==> src/rtl/vga_pkg.sv <==
// vga_pkg
//   Shared 640x480p60 raster timing (800x525 total) and the layout of the
//   8-bit RRGGBBxx pixel word. Imported by the PPU and by the pixel sink.
//   No ports: constants, an RGB struct and a word-to-colour helper.
package vga_pkg;

  // Horizontal timing in pixels, vertical timing in lines.
  localparam int HA_END = 639;  // last active pixel
  localparam int HS_STA = 655;  // first hsync pixel
  localparam int HS_END = 751;  // first pixel after hsync
  localparam int LINE   = 799;  // last pixel on a line
  localparam int VA_END = 479;  // last active line
  localparam int VS_STA = 489;  // first vsync line
  localparam int VS_END = 491;  // first line after vsync
  localparam int SCREEN = 524;  // last line of a frame

  // Width of the raster counters; covers both LINE and SCREEN.
  localparam int CNT_W = 10;

  // Pixel word layout: [7:6]=R, [5:4]=G, [3:2]=B, [1:0] unused.
  localparam int PIX_W    = 8;
  localparam int PIX_R_HI = 7;
  localparam int PIX_R_LO = 6;
  localparam int PIX_G_HI = 5;
  localparam int PIX_G_LO = 4;
  localparam int PIX_B_HI = 3;
  localparam int PIX_B_LO = 2;

  typedef struct packed {
    logic [1:0] r;
    logic [1:0] g;
    logic [1:0] b;
  } rgb_t;

  function automatic rgb_t pixel_to_rgb(input logic [PIX_W-1:0] w);
    rgb_t c;
    c.r = w[PIX_R_HI:PIX_R_LO];
    c.g = w[PIX_G_HI:PIX_G_LO];
    c.b = w[PIX_B_HI:PIX_B_LO];
    return c;
  endfunction

endpackage

==> src/rtl/ppu_pixel_sink_fifo.sv <==
// sync_fifo
//   Single-clock first-word-fall-through FIFO. The head word is visible on
//   o_data whenever o_empty is low; a pop simply advances past it.
//   Ports:
//     clk, rst        clock, synchronous active-high reset (pointers/count)
//     i_push, i_data  write request and word (ignored when full)
//     i_pop           read request (ignored when empty)
//     o_data          head word
//     o_full/o_empty  occupancy flags
//     o_count         occupancy, 0..DEPTH
module sync_fifo
  import vga_pkg::*;
#(
  parameter int DEPTH     = 16,
  parameter int ADDR_BITS = 4,
  parameter int WIDTH     = 8
) (
  input  logic                 clk,
  input  logic                 rst,
  input  logic                 i_push,
  input  logic [WIDTH-1:0]     i_data,
  input  logic                 i_pop,
  output logic [WIDTH-1:0]     o_data,
  output logic                 o_full,
  output logic                 o_empty,
  output logic [ADDR_BITS:0]   o_count
);

  logic [WIDTH-1:0]     r_mem [DEPTH];
  logic [ADDR_BITS-1:0] r_wr_ptr;
  logic [ADDR_BITS-1:0] r_rd_ptr;
  logic [ADDR_BITS:0]   r_count;
  logic                 w_wr;
  logic                 w_rd;

  assign o_full  = (r_count == (ADDR_BITS+1)'(DEPTH));
  assign o_empty = (r_count == '0);
  assign o_count = r_count;
  assign o_data  = r_mem[r_rd_ptr];

  assign w_wr = i_push && !o_full;
  assign w_rd = i_pop && !o_empty;

  // Pointers wrap naturally because DEPTH is a power of two.
  always_ff @(posedge clk) begin
    if (rst) begin
      r_wr_ptr <= '0;
      r_rd_ptr <= '0;
      r_count  <= '0;
    end else begin
      if (w_wr) r_wr_ptr <= r_wr_ptr + ADDR_BITS'(1);
      if (w_rd) r_rd_ptr <= r_rd_ptr + ADDR_BITS'(1);
      case ({w_wr, w_rd})
        2'b10:   r_count <= r_count + (ADDR_BITS+1)'(1);
        2'b01:   r_count <= r_count - (ADDR_BITS+1)'(1);
        default: r_count <= r_count;
      endcase
    end
  end

  // Storage carries data only and is never reset.
  always_ff @(posedge clk) begin
    if (w_wr) r_mem[r_wr_ptr] <= i_data;
  end

endmodule

==> src/rtl/ppu_pixel_sink.sv <==
// ppu_pixel_sink
//   Accepts PPU pixel words over a stb/ack handshake into a small FIFO and
//   drains one word per active pixel of a self-timed VGA raster.
//   Ports:
//     clk, rst             pixel clock, synchronous active-high reset
//     data_i, stb_i        pixel word and strobe from the PPU
//     ack_o                one-cycle accept pulse, the cycle after a push
//     vga_r/g/b            registered 2-bit colour
//     hsync, vsync         registered active-low syncs
//     de                   registered data enable
//     sof_o                pulse with the first active pixel of a frame
//     underflow_o          sticky: FIFO empty at an active pixel
//     fill_o               FIFO occupancy
module ppu_pixel_sink
  import vga_pkg::*;
#(
  parameter int FIFO_DEPTH = 16,
  parameter int ADDR_BITS  = 4,
  parameter int HA_END     = vga_pkg::HA_END,
  parameter int HS_STA     = vga_pkg::HS_STA,
  parameter int HS_END     = vga_pkg::HS_END,
  parameter int LINE       = vga_pkg::LINE,
  parameter int VA_END     = vga_pkg::VA_END,
  parameter int VS_STA     = vga_pkg::VS_STA,
  parameter int VS_END     = vga_pkg::VS_END,
  parameter int SCREEN     = vga_pkg::SCREEN
) (
  input  logic                 clk,
  input  logic                 rst,
  input  logic [PIX_W-1:0]     data_i,
  input  logic                 stb_i,
  output logic                 ack_o,
  output logic [1:0]           vga_r,
  output logic [1:0]           vga_g,
  output logic [1:0]           vga_b,
  output logic                 hsync,
  output logic                 vsync,
  output logic                 de,
  output logic                 sof_o,
  output logic                 underflow_o,
  output logic [ADDR_BITS:0]   fill_o
);

  localparam logic [CNT_W-1:0] C_HA_END = CNT_W'(HA_END);
  localparam logic [CNT_W-1:0] C_HS_STA = CNT_W'(HS_STA);
  localparam logic [CNT_W-1:0] C_HS_END = CNT_W'(HS_END);
  localparam logic [CNT_W-1:0] C_LINE   = CNT_W'(LINE);
  localparam logic [CNT_W-1:0] C_VA_END = CNT_W'(VA_END);
  localparam logic [CNT_W-1:0] C_VS_STA = CNT_W'(VS_STA);
  localparam logic [CNT_W-1:0] C_VS_END = CNT_W'(VS_END);
  localparam logic [CNT_W-1:0] C_SCREEN = CNT_W'(SCREEN);

  logic [CNT_W-1:0]   r_sx;
  logic [CNT_W-1:0]   r_sy;
  logic               r_ack;
  logic               w_active;
  logic               w_push;
  logic               w_pop;
  logic               w_full;
  logic               w_empty;
  logic [PIX_W-1:0]   w_head;
  logic [ADDR_BITS:0] w_count;

  logic               r_de_p1;
  logic               r_hs_p1;
  logic               r_vs_p1;
  logic               r_sof_p1;
  logic               r_uf;
  rgb_t               r_rgb_p1;

  assign w_active = (r_sx <= C_HA_END) && (r_sy <= C_VA_END);

  // The PPU keeps stb high through the ack cycle, so that cycle must not
  // count as a new request. Acceptance looks only at full, never at the pop.
  assign w_push = stb_i && !r_ack && !w_full;
  assign w_pop  = w_active && !w_empty;

  sync_fifo #(
    .DEPTH     (FIFO_DEPTH),
    .ADDR_BITS (ADDR_BITS),
    .WIDTH     (PIX_W)
  ) u_fifo (
    .clk     (clk),
    .rst     (rst),
    .i_push  (w_push),
    .i_data  (data_i),
    .i_pop   (w_pop),
    .o_data  (w_head),
    .o_full  (w_full),
    .o_empty (w_empty),
    .o_count (w_count)
  );

  always_ff @(posedge clk) begin
    if (rst) begin
      r_sx <= '0;
      r_sy <= '0;
    end else if (r_sx == C_LINE) begin
      r_sx <= '0;
      r_sy <= (r_sy == C_SCREEN) ? '0 : r_sy + CNT_W'(1);
    end else begin
      r_sx <= r_sx + CNT_W'(1);
    end
  end

  always_ff @(posedge clk) begin
    if (rst) r_ack <= 1'b0;
    else     r_ack <= w_push;
  end

  // Stage p0 -> p1: counters and FIFO head registered onto the pins.
  always_ff @(posedge clk) begin
    if (rst) begin
      r_de_p1  <= 1'b0;
      r_hs_p1  <= 1'b1;
      r_vs_p1  <= 1'b1;
      r_sof_p1 <= 1'b0;
      r_rgb_p1 <= '0;
      r_uf     <= 1'b0;
    end else begin
      r_de_p1  <= w_active;
      r_hs_p1  <= ~((r_sx >= C_HS_STA) && (r_sx < C_HS_END));
      r_vs_p1  <= ~((r_sy >= C_VS_STA) && (r_sy < C_VS_END));
      r_sof_p1 <= (r_sx == '0) && (r_sy == '0);
      r_rgb_p1 <= w_pop ? pixel_to_rgb(w_head) : '0;
      if (w_active && w_empty) r_uf <= 1'b1;
    end
  end

  assign ack_o       = r_ack;
  assign vga_r       = r_rgb_p1.r;
  assign vga_g       = r_rgb_p1.g;
  assign vga_b       = r_rgb_p1.b;
  assign hsync       = r_hs_p1;
  assign vsync       = r_vs_p1;
  assign de          = r_de_p1;
  assign sof_o       = r_sof_p1;
  assign underflow_o = r_uf;
  assign fill_o      = w_count;

endmodule

==> config.mk <==
export PLATFORM = sky130hd
export DESIGN_NAME = ppu_pixel_sink
export DESIGN_NICKNAME = d
export VERILOG_FILES = /design/src/rtl/vga_pkg.sv /design/src/rtl/ppu_pixel_sink_fifo.sv /design/src/rtl/ppu_pixel_sink.sv
export SDC_FILE = /design/constraint.sdc
export NUM_CORES = 1
export LEC_CHECK = 0
export ABC_CLOCK_PERIOD_IN_PS = 3900
export CORE_MARGIN = 3
export CORE_UTILIZATION = 35
export CTS_CLUSTER_SIZE = 10
export DETAILED_ROUTE_END_ITERATION = 8
export DONT_BUFFER_PORTS = 1
export HOLD_SLACK_MARGIN = 0.12
export PLACE_DENSITY = 0.61
export SETUP_SLACK_MARGIN = 0.15
export SYNTH_ARGS = -nofsm -noshare
export SYNTH_HDL_FRONTEND = slang
export SYNTH_SLANG_ARGS = --single-unit
==> constraint.sdc <==
create_clock -name clk -period 3.9 [get_ports clk]
set_input_delay 0.78 -clock clk [delete_from_list [all_inputs] [get_ports clk]]
set_output_delay 0.78 -clock clk [all_outputs]
set_load 0.005 [all_outputs]
After elaboration in Yosys (flattened, before gate mapping) --
Memories as Yosys holds them, arrays and structs flattened. A register that Yosys moved wholly into a read port is not among the register bits. Cells that the tools add are included.
Operators by class: order comparisons 6, mux-type cells 4, bitwise logic cells 3, equality and inequality tests 5, reduce and logical (&&, ||, !) cells 19, add/subtract/negate cells 6
Operator list (count):
- adder 10 x 1 -> 10 bit, second input constant | 2
- equality test 10 bit, second input constant | 2
- logical NOT 10 bit | 2
- greater-or-equal comparator 10 bit, second input constant | 1
- greater-or-equal comparator 10 x 9 -> 1 bit, second input constant | 1
- less-or-equal comparator 10 bit, second input constant | 1
- less-or-equal comparator 10 x 9 -> 1 bit, second input constant | 1
- logical AND 1 bit | 10
- less-than comparator 10 bit, second input constant | 1
- less-than comparator 10 x 9 -> 1 bit, second input constant | 1
- two-way mux 10 bit | 1
- one-hot mux 5 bit (2 select lines) | 1
- adder 4 x 1 -> 4 bit, second input constant | 2
- adder 5 x 1 -> 5 bit, second input constant | 1
- equality test 5 bit, second input constant | 1
- logical NOT 5 bit | 1
- subtractor 5 x 1 -> 5 bit, second input constant | 1
- OR reduction 2 bit | 2
- logical NOT 1 bit | 3
- inverter 1 bit | 3
- equality test 2 x 1 -> 1 bit, second input constant | 1
- equality test 2 bit, second input constant | 1
- two-way mux 1 bit | 2
- nonzero test 2 bit | 1
Word-level totals: register bits 39, output and inout port bits 17, logic and storage cells 55, memories kept 1, bits in writable memories 128
Memory list:
- u_fifo.r_mem | words 16, bits a word 8, read ports 1, clocked after Yosys merged registers in 1, write ports 1, line ppu_pixel_sink_fifo.sv:29 | logic [WIDTH-1:0] r_mem [DEPTH];

Depth between registers and ports, before layout --
Gate-level depths: netlist of run 1.
depth in word-level cells 6, mapped depth 9, gate-level depth less buffers 9

By module --
From an unflattened synthesis of run 1, not the netlist that was laid out.
Unflattened totals: cell total of the unflattened synthesis 484, area, all modules 7304.5 um^2
By module, submodules not included:
- sync_fifo | times used 1, cells each 330, area each 5891.9 um^2, sequential area each 4184.0 um^2
- ppu_pixel_sink | times used 1, cells each 154, area each 1412.6 um^2, sequential area each 640.6 um^2

Least setup slack after synthesis of run 1 --
No wires, ideal clock.
path kind register to register, start point register u_fifo.r_count[0] (netlist: u_fifo.o_count[0]), end point register u_fifo.r_count[4] (netlist: u_fifo.o_count[4]), period minus slack after synthesis 3029 ps, setup time 121 ps, data arrival time 2908 ps, setup slack 871 ps, stages on the path, launching flop included 10, cell sequence dfxtp_1 or4_1 o211ai_1 nor2_1 ha_1 fa_1 a21o_1 a21oi_1 mux2i_1 mux2_2
Between the ends: longest elaborated chain between the ends 6, elaborated cells on any way between the ends 14, those cells by class 2 x add/sub; 3 x eq/ne; 1 x mux; 8 x reduce/logical
Ends and longest elaborated chain:
- from (decl) | line ppu_pixel_sink_fifo.sv:32 | logic [ADDR_BITS:0] r_count;
- from (signal assigned) | line ppu_pixel_sink_fifo.sv:54 | 2'b10: r_count <= r_count + (ADDR_BITS+1)'(1);
- from (signal assigned) | line ppu_pixel_sink_fifo.sv:55 | 2'b01: r_count <= r_count - (ADDR_BITS+1)'(1);
- from (signal assigned) | line ppu_pixel_sink_fifo.sv:56 | default: r_count <= r_count;
- logical NOT 5 bit (*) | line ppu_pixel_sink_fifo.sv:37 | assign o_empty = (r_count == '0);
- logical NOT 1 bit (*) | line ppu_pixel_sink_fifo.sv:42, ppu_pixel_sink.sv:76
- logical AND 1 bit | line ppu_pixel_sink.sv:76 | assign w_pop = w_active && !w_empty;
- logical AND 1 bit (*) | line ppu_pixel_sink_fifo.sv:42 | assign w_rd = i_pop && !o_empty;
- named net u_fifo.w_rd | line ppu_pixel_sink_fifo.sv:34 | logic w_rd;
- equality test 2 x 1 -> 1 bit or equality test 2 bit (tied branches) | line ppu_pixel_sink_fifo.sv:53 | case ({w_wr, w_rd})
- one-hot mux 5 bit (2 select lines) or nonzero test 2 bit (tied branches)
Mark *: on every way through the listed nets, which the timed path passes. The rest lies on a longest branch. A chain may end at the register's enable or synchronous reset.

Final worst setup path of run 1 --
Same ends and word-level chain as after synthesis.

==> reports/metrics.cfg, run 1 <==
[final_layout]
final_layout_size_suffix_gt1_frac=0.143
final_cell_count_no_fill=658
area_delta_synth_final_pct=12.7
multi_input_area_um2=1940
seqCellArea_um2=3780
fin_nets=456
antenna_cells=0
fillers=1485

[sta]
slew_violations=0
tns_ns=0
worstMarginPinSlew_ns=1.22
fin_crit_sh=0.849
clock-skew-final_ns=0.00913
hold_viol=0
fin_crit_ns=3.31
rsz0062_at_grt=no
setup_viol_count_final=0
timing.fmax_mhz=302
max_slew_margin=0.186

[grt]
grt_pass1_vias=3511
overflow=0
met1_usage=0.178
use_met2=0.209
antenna_found_initial=0
grt_use_total=0.134
busiest_layer=met2
grt_use_met3=0.0420
grt_pass1_wl_um=18500
grt_max_degree=25

[power_and_ir_drop]
power.leakage_uw=0.00213
power.share.clock=0.352
ir_worst_vdd_mv=0.364
comb_power_share=0.190
p_switching_uw=1060
power_frac_seq=0.458
p_int_uw=2910
switching_share=0.266
pwr_density_cell_nw_per_um2=601

[critical_path]
crit_fanout=9
path_cells=or4_1, o211ai_1, nor2_1, ha_1, fa_1, a21o_1, a21oi_1, mux2i_1, mux2_2
crit_slowest_cell=or4_1
worstSetupPathType=flip-flop to flip-flop
critPathRequiredTime_ns=4.20
startpoint_type=flip-flop
cp.arrival_ns=3.61
rr_worst_depth=9
max_stage_delay_ns=0.60
critPathCaptureType=flip-flop

[floorplan]
ioPinCount=28
coreArea_um2=16100
die_h_um=135
die_x_um=135
rows=46
start_util=0.364
die_area_um2=18300

[logic_synthesis]
synth_edf_count=96
synth_cell_types=46
synth_area_um2=5860
synthCells=423
yosysWarnings=0
synth-seq-area-share=0.645
ys.flop_type=edfxtp_1
synth-async-reset-ratio=0
synth_area_per_cell_um2=13.9
syn_nets=450
synth-seq-cells=141

[clock_network]
root_buffer=clkbuf_16
ctsResizeCount=0
postCtsHoldBufs=0
cts_buffers=17
clkLatencyLatePin_ns=0.41
ctsHtreeMaxLevel=4
clock_sinks=141
cts.path.max_buffers=2
cts_tree=built
clkTransAtPathRegs_ns=0.06
cts_setup_buffers=0

[routing]
routedWlPerCell_um=17.5
drt_iter0_markers=203
drc=0
vias_per_cell=5.13
dr.pass1.iters=4
detail-route-antenna-nets=0
vias=3373
wl_um=11500

[hold_path]
holdCritPathClass=primary input to flip-flop
hold_path_depth=1

[flow_run]
cap_violations=0

[place]
dp_hpwl_um=7740
dpl.cell_count=626
io_buffers=0
globalplace.congestion=0.801

[outcome]
outcome=finished clean

[synth_stat cells, types with 7 or more instances]
cell,number,area (um^2)
nand3_1,18,90.1
clkbuf_1,14,52.6
edfxtp_1,96,2880
nand2b_1,7,43.8
mux4_2,24,541
a21oi_1,12,60.1
dfxtp_1,45,901
nor4_1,8,50.1
nor2_1,46,173
inv_1,14,52.6
nand2_1,17,63.8
nor3_1,13,65.1
o22ai_1,8,50.1
ha_1,15,188
xnor2_1,12,105
o21ai_0,8,40.0
[logic make-up after synthesis]
group,Yosys count,share of synthesized area
compound gates,45,0.0469
xor+xnor,18,0.0269
flops,141,0.645
fa+ha+maj,16,0.0354
buf+inv,33,0.0230
simple gates,142,0.123
mux,28,0.0992
[layer usage]
| layer | part of all wire | routed length, um |
|---|---|---|
| met4 | 0.012 | 138 |
| met1 | 0.46 | 5320 |
| met5 | 0 | 0 |
| met3 | 0.052 | 602 |
| met2 | 0.47 | 5440 |
[through the flow]
stage / hold WS [ns] / total power, uW / instance area, um^2 / utilization / setup WS [ns]
finish: 0.433 / 3970 / 6610 / 0.410 / 0.587
global route: 0.411 / 4180 / 6610 / 0.410 / 0.329
CTS: 0.416 / 4010 / 6610 / 0.410 / 0.565
detailed placement: 0.482 / 2610 / 6100 / 0.378 / 0.586
global placement: 0.463 / 2590 / 6100 / 0.378 / 0.630
floorplan: 0.441 / 2430 / 5860 / - / 0.871
[cell usage in the layout (no fill, tap or decap), types with 2 or more instances in the layout]
cell       count
o31ai_1        4
clkinv_4       2
xnor2_1       12
mux4_2        24
or4_1          4
ha_1          15
o21ai_0        8
buf_4          6
o22ai_1        8
or4_4          2
mux2i_1        3
clkbuf_16     17
nor2b_1        5
nand4_1        4
a22oi_1        2
a21oi_1       12
and3_1         5
nand2_1       17
edfxtp_1      96
nor3_1        13
inv_1         14
xor2_1         6
nor4_1         8
nand2b_1       7
clkbuf_1       7
dfxtp_1       45
or3_1          4
nor2_1        46
a21o_1         2
nand3_1       18
or2_2          3
a31oi_1        2
clkinv_2       3
o21ai_1        2
[power by group through the flow]
stage / sequential (uW) / combinational (uW) / clock (uW)
2_1_floorplan: 1790 / 643 / 0
3_3_place_gp: 1850 / 740 / 0
3_5_place_dp: 1850 / 759 / 0
4_1_cts: 1820 / 764 / 1430
5_1_grt: 1840 / 846 / 1490
6_report: 1820 / 754 / 1400
[final cells by class]
cell class,count,share of cell area
Tap cell,216,0.0409
Clock inverter,7,0.00663
Timing Repair Buffer,6,0.00682
Inverter,14,0.00796
Sequential cell,141,0.573
Clock buffer,25,0.0705
Multi-Input combinational cell,249,0.294
[worst max-delay path: cells and delay by family (launching register included)]
| family | cells | cell delay, ns |
|---|---|---|
| AOI/OAI and AO/OA | 3 | 0.85 |
| and+or+nand+nor | 2 | 0.69 |
| DFF | 1 | 0.39 |
| muxes | 2 | 0.55 |
| adders and majority gates | 2 | 0.73 |
[registers in the layout, summed over array words and instances, names as in the netlist]
register,cells
ack_o,1
de,1
hsync,1
r_sx,10
r_sy,10
sof_o,1
u_fifo.o_count,5
u_fifo.r_mem,96
u_fifo.r_rd_ptr,4
u_fifo.r_wr_ptr,4
underflow_o,1
vga_b,2
vga_g,2
vga_r,2
vsync,1
[worst paths after layout]
| check | startpoint | endpoint | slack (ns) |
|---|---|---|---|
| setup / recovery | u_fifo.o_count[0] | u_fifo.o_count[4] | 0.59 |
| hold / removal | rst | r_sy[0] | 0.43 |
| setup reg to reg | u_fifo.o_count[0] | u_fifo.o_count[4] | 0.59 |
| hold reg to reg | r_sx[0] | r_sx[0] | 0.49 |
No activity file was read; power rests on OpenSTA's default activity.
==> inputs of run 2 (changes only) <==
Settings changed: ABC_CLOCK_PERIOD_IN_PS 3900 to 2900, PLACE_DENSITY 0.61 to 0.63.
Clock period 3.9 ns to 2.9 ns, I/O delays scaled along.
==> run 2 against run 1 <==
  * Die area is the same
  * Sequential share of layout area shrank 1.7 points
  * Via count grew 3.3%
  * Clock skew is essentially flat
  * Highest routed layer unchanged
==> reports/metrics.cfg, run 2 (same netlist as run 1, synthesis figures left out) <==
[critical_path]
critPathCaptureType=flip-flop
cp.arrival_ns=3.00
worst-path-buf-inv=0
worstSetupPathType=flip-flop to flip-flop
crit_slowest_cell=or4_4
critPathRequiredTime_ns=3.21
rr_worst_depth=9
path_depth=9
path_cells=or4_4, o211ai_1, nor2_1, ha_2, fa_2, a21o_1, a21oi_2, mux2i_1, mux2_2
cp_top_family=simple AND/OR/NAND/NOR gates
max_stage_delay_ns=0.53
startpoint_type=flip-flop
crit_fanout=4

[routing]
vias_per_cell=5.22
vias=3485
drc=0
detail-route-antenna-nets=0
wl_um=11600
drt_iter0_markers=264
dr.pass1.iters=4
routedWlPerCell_um=17.4

[grt]
grt_pass1_vias=3518
grt_use_total=0.138
antenna_found_initial=0
overflow=0
grt_pass1_wl_um=18900
grt_max_degree=25

[sta]
fin_crit_ns=2.69
slew_violations=0
rsz0062_at_grt=yes
timing.fmax_mhz=372
fin_crit_sh=0.927
setup_viol_count_final=0
tns_ns=0
hold_viol=0
clock-skew-final_ns=0.00900
max_slew_margin=0.179
worstMarginPinSlew_ns=1.23

[floorplan]
start_util=0.364
die_area_um2=18300
rows=46
coreArea_um2=16100
die_h_um=135
die_x_um=135
ioPinCount=28

[clock_network]
ctsHtreeMaxLevel=4
clkTransAtPathRegs_ns=0.06
cts.path.max_buffers=2
clkLatencyLatePin_ns=0.42
cts_buffers=17
postCtsHoldBufs=0
root_buffer=clkbuf_16
cts_tree=built
clock_sinks=141

[final_layout]
largest_reg_flops=96
top_register=u_fifo.r_mem
final_cell_mix=edfxtp_1, nor2_1, dfxtp_1
final_layout_size_suffix_gt1_frac=0.195
area_delta_synth_final_pct=16.2
fin_nets=466
final_common_cell=edfxtp_1
reg_top3=u_fifo.r_mem x96, r_sx x10, r_sy x10
antenna_cells=0
fin_area_um2=6820

[power_and_ir_drop]
power.leakage_uw=0.00223
ir_worst_vdd_mv=0.506
pwr_density_cell_nw_per_um2=858

[hold_path]
holdCritPathClass=primary input to flip-flop
hold_path_depth=1

[outcome]
outcome=finished clean

[place]
io_buffers=0
dp_hpwl_um=7840
globalplace.congestion=0.796
dpl_cell_area_um2=6170

[flow_run]
cap_violations=0

-- run 2: changes by cell type in the layout (fill, tap and decap cells not counted), moves of 3 or more --
cell | previous run | this run
dfxtp_1 | 45 | 42
buf_4 | 6 | 16
dfxtp_2 | 0 | 3
clkbuf_1 | 7 | 1
inv_6 | 0 | 3
bufinv_16 | 0 | 3
-- run 2: final timing paths --
check / from / endpoint / slack (ns)
max: u_fifo.o_count[3] / u_fifo.o_count[4] / 0.21
min: rst / r_sy[0] / 0.22
max reg2reg: u_fifo.o_count[3] / u_fifo.o_count[4] / 0.21
min reg2reg: r_sx[0] / r_sx[0] / 0.50
-- run 2: per-stage QoR --
stage | utilization | setup WS (ns) | hold slack, ns | std cells | total power, uW
finish | 0.423 | 0.210 | 0.221 | 668 | 5850
global route | 0.423 | 0.0813 | 0.200 | 668 | 6120
floorplan | - | 0.0359 | 0.441 | 423 | 3290
detailed placement | 0.383 | 0.105 | 0.487 | 634 | 3620
global placement | 0.383 | 0.138 | 0.457 | 634 | 3570
CTS | 0.422 | 0.167 | 0.198 | 667 | 5880
-- run 2: worst reg2reg max path: cells and delay by family (launching register included) --
family                   cells  cell delay (ns)
multiplexers                 2             0.55
adder cells (fa/ha/maj)      2             0.58
AO/OA/AOI/OAI                3             0.54
flip-flops                   1             0.32
AND/OR/NAND/NOR              2             0.60
-- run 2: metal layers --
metal | vias up | share of wire | track usage
li1 | 1627 | - | -
met1 | 1733 | 0.44 | 0.175
met2 | 104 | 0.48 | 0.214
met3 | 21 | 0.064 | 0.0520
met4 | 0 | 0.020 | 0.0532
met5 | - | 0 | 0
-- run 2: timing repair --
action	4_1_cts	5_1_grt
gates cloned	0	0
pin swaps	2	4
setup endpoints to repair	1	1
resized for setup	1	1
setup buffers	1	1
-- run 2: layout make-up --
class | instances | area (um^2)
clock buffer | 20 | 457
clock inverter | 12 | 159
tap | 216 | 270
multi-input combinational | 249 | 1970
timing repair buffer | 16 | 120
inverter | 14 | 52.6
sequential | 141 | 3790
fill | 1476 | 9300
-- run 2: report_power, final --
group / leakage [uW] / switching (uW) / internal, uW
clock network: 0.000297 / 823 / 1400
logic: 0.000702 / 566 / 634
registers: 0.00123 / 136 / 2290
==> inputs of run 3 (changes only) <==
Settings changed: CELL_PAD_IN_SITES_DETAIL_PLACEMENT set to 1, CELL_PAD_IN_SITES_GLOBAL_PLACEMENT set to 2, PLACE_DENSITY 0.63 to 0.78, REMOVE_ABC_BUFFERS set to 1.
==> run 3 against run 2 <==
  * Largest cell class unchanged
  * Sequential share of layout area grew 0.50 points
  * Clock skew is essentially flat
  * Worst hold slack gained 0.0022 ns
  * Routed wire length grew 8.4%
  * Combinational power is essentially flat
  * Flip-flop and latch count is the same
  * Sequential power is essentially flat
  * Die area is the same
==> reports/metrics.cfg, run 3 (same netlist as run 1, synthesis figures left out) <==
[place]
dp_slack_ns=-0.0354
globalplace.congestion=0.770
dp_hpwl_um=8690
io_buffers=0
dpl_cell_area_um2=6190

[final_layout]
fin_nets=469
final_common_cell=edfxtp_1
top_register=u_fifo.r_mem
antenna_cells=0
final_layout_size_suffix_gt1_frac=0.187
largest_reg_flops=96
reg_top3=u_fifo.r_mem x96, r_sx x10, r_sy x10
area_delta_synth_final_pct=15.1
fillers=1700
fin_area_um2=6750
final_cell_mix=edfxtp_1, nor2_1, dfxtp_1

[power_and_ir_drop]
power.share.clock=0.353
p_switching_uw=1520
power.leakage_uw=0.00220
p_total_uw=5590
pwr_density_cell_nw_per_um2=829
comb_power_share=0.216
power_frac_seq=0.432
ir_worst_vdd_mv=0.472
switching_share=0.272
p_int_uw=4070

[clock_network]
ctsHtreeMaxLevel=4
clock_sinks=141
clkLatencyLatePin_ns=0.42
cts_tree=built
clkTransAtPathRegs_ns=0.06
cts.path.max_buffers=2
postCtsHoldBufs=0
cts_buffers=17
root_buffer=clkbuf_16

[critical_path]
worstSetupPathType=flip-flop to flip-flop
cp.arrival_ns=3.01
critPathRequiredTime_ns=3.21
r2r_setup_slack_ns=0.20
rr_worst_depth=9
worst-path-buf-inv=0
path_cells=or4_4, o211ai_1, nor2_1, ha_2, fa_2, a21o_1, a21oi_2, mux2i_1, mux2_2
rr_endpoint=u_fifo.o_count[4]
startpoint_type=flip-flop
crit_fanout=4
r2r_start=u_fifo.o_count[0]
cp_top_family=simple AND/OR/NAND/NOR gates
max_stage_delay_ns=0.54
crit_slowest_cell=or4_4
critPathCaptureType=flip-flop

[sta]
fin_crit_sh=0.932
timing.fmax_mhz=370
rsz0062_at_grt=yes
fin_crit_ns=2.70
worstMarginPinSlew_ns=1.06
hold_viol=0
tns_ns=0
clock-skew-final_ns=0.00944
hold_slack_ns=0.223
max_slew_margin=0.289
fin_ws_ns=0.198
setup_viol_count_final=0
slew_violations=0

[routing]
drt_iter0_markers=192
drc=0
wl_um=12600
vias_per_cell=5.18
dr.pass1.iters=4
detail-route-antenna-nets=0
vias=3476
routedWlPerCell_um=18.8

[floorplan]
ioPinCount=28
start_util=0.364
die_area_um2=18300
coreArea_um2=16100
die_h_um=135
die_x_um=135
rows=46

[grt]
grt_max_degree=25
grt_pass1_vias=3845
overflow=0
grt_use_total=0.150
grt_pass1_wl_um=20700
antenna_found_initial=0

[hold_path]
hold_path_depth=1
holdCritPathClass=primary input to flip-flop
hold_path_end=r_sy[0]
holdCritStartpoint=rst

[outcome]
outcome=finished clean

[flow_run]
cap_violations=0

[run 3: changes by cell type in the layout (fill, tap and decap cells not counted), sizes merged]
cell | previous run | this run
inv | 17 | 14
clkinv | 4 | 5
buf | 16 | 19
clkinvlp | 2 | 6
bufinv | 3 | 1
[run 3: cell type report]
type | instances | area, um^2 | area share
Inverter | 14 | 52.6 | 0.00779
Clock inverter | 12 | 98.8 | 0.0146
Clock buffer | 20 | 437 | 0.0647
Multi-Input combinational cell | 249 | 1960 | 0.291
Sequential cell | 141 | 3780 | 0.561
Timing Repair Buffer | 19 | 143 | 0.0211
Tap cell | 216 | 270 | 0.0401
[run 3: per-layer routing]
metal | up-vias | track usage | part of all wire
met5 | - | 0 | 0
met4 | 0 | 0.0538 | 0.015
met3 | 16 | 0.0409 | 0.044
met2 | 60 | 0.248 | 0.50
met1 | 1766 | 0.192 | 0.44
li1 | 1634 | - | -
[run 3: worst max-delay path by stage]
stage | startpoint | end | slack (ns) | depth (start not counted)
6_report | u_fifo.o_count[0] | u_fifo.o_count[4] | 0.20 | 9
5_1_grt | u_fifo.o_count[0] | u_fifo.o_count[4] | 0.1 | 9
4_1_cts | u_fifo.o_count[0] | u_fifo.o_count[4] | 0.16 | 9
3_5_place_dp | u_fifo.o_count[0] | u_fifo.o_count[4] | -0.04 | 9
3_3_place_gp | u_fifo.o_count[0] | u_fifo.o_count[4] | 0.04 | 9
2_1_floorplan | u_fifo.o_count[0] | u_fifo.o_count[4] | -0.13 | 9
[run 3: power groups by stage]
stage / logic [uW] / registers, uW / clock network, uW
global route: 1350 / 2440 / 2100
global placement: 1130 / 2450 / 0
CTS: 1230 / 2420 / 2010
detailed placement: 1180 / 2460 / 0
floorplan: 747 / 2500 / 0
finish: 1210 / 2410 / 1970
[run 3: metrics by stage]
stage	util	instances
global route	0.419	671
global placement	0.384	638
CTS	0.418	671
detailed placement	0.384	638
finish	0.419	671
floorplan	-	404
[run 3: what timing repair did]
action                     CTS  global route
setup endpoints to repair    1             1
pin swaps                    3             1
setup buffers                1             0
gates resized for setup      4             1
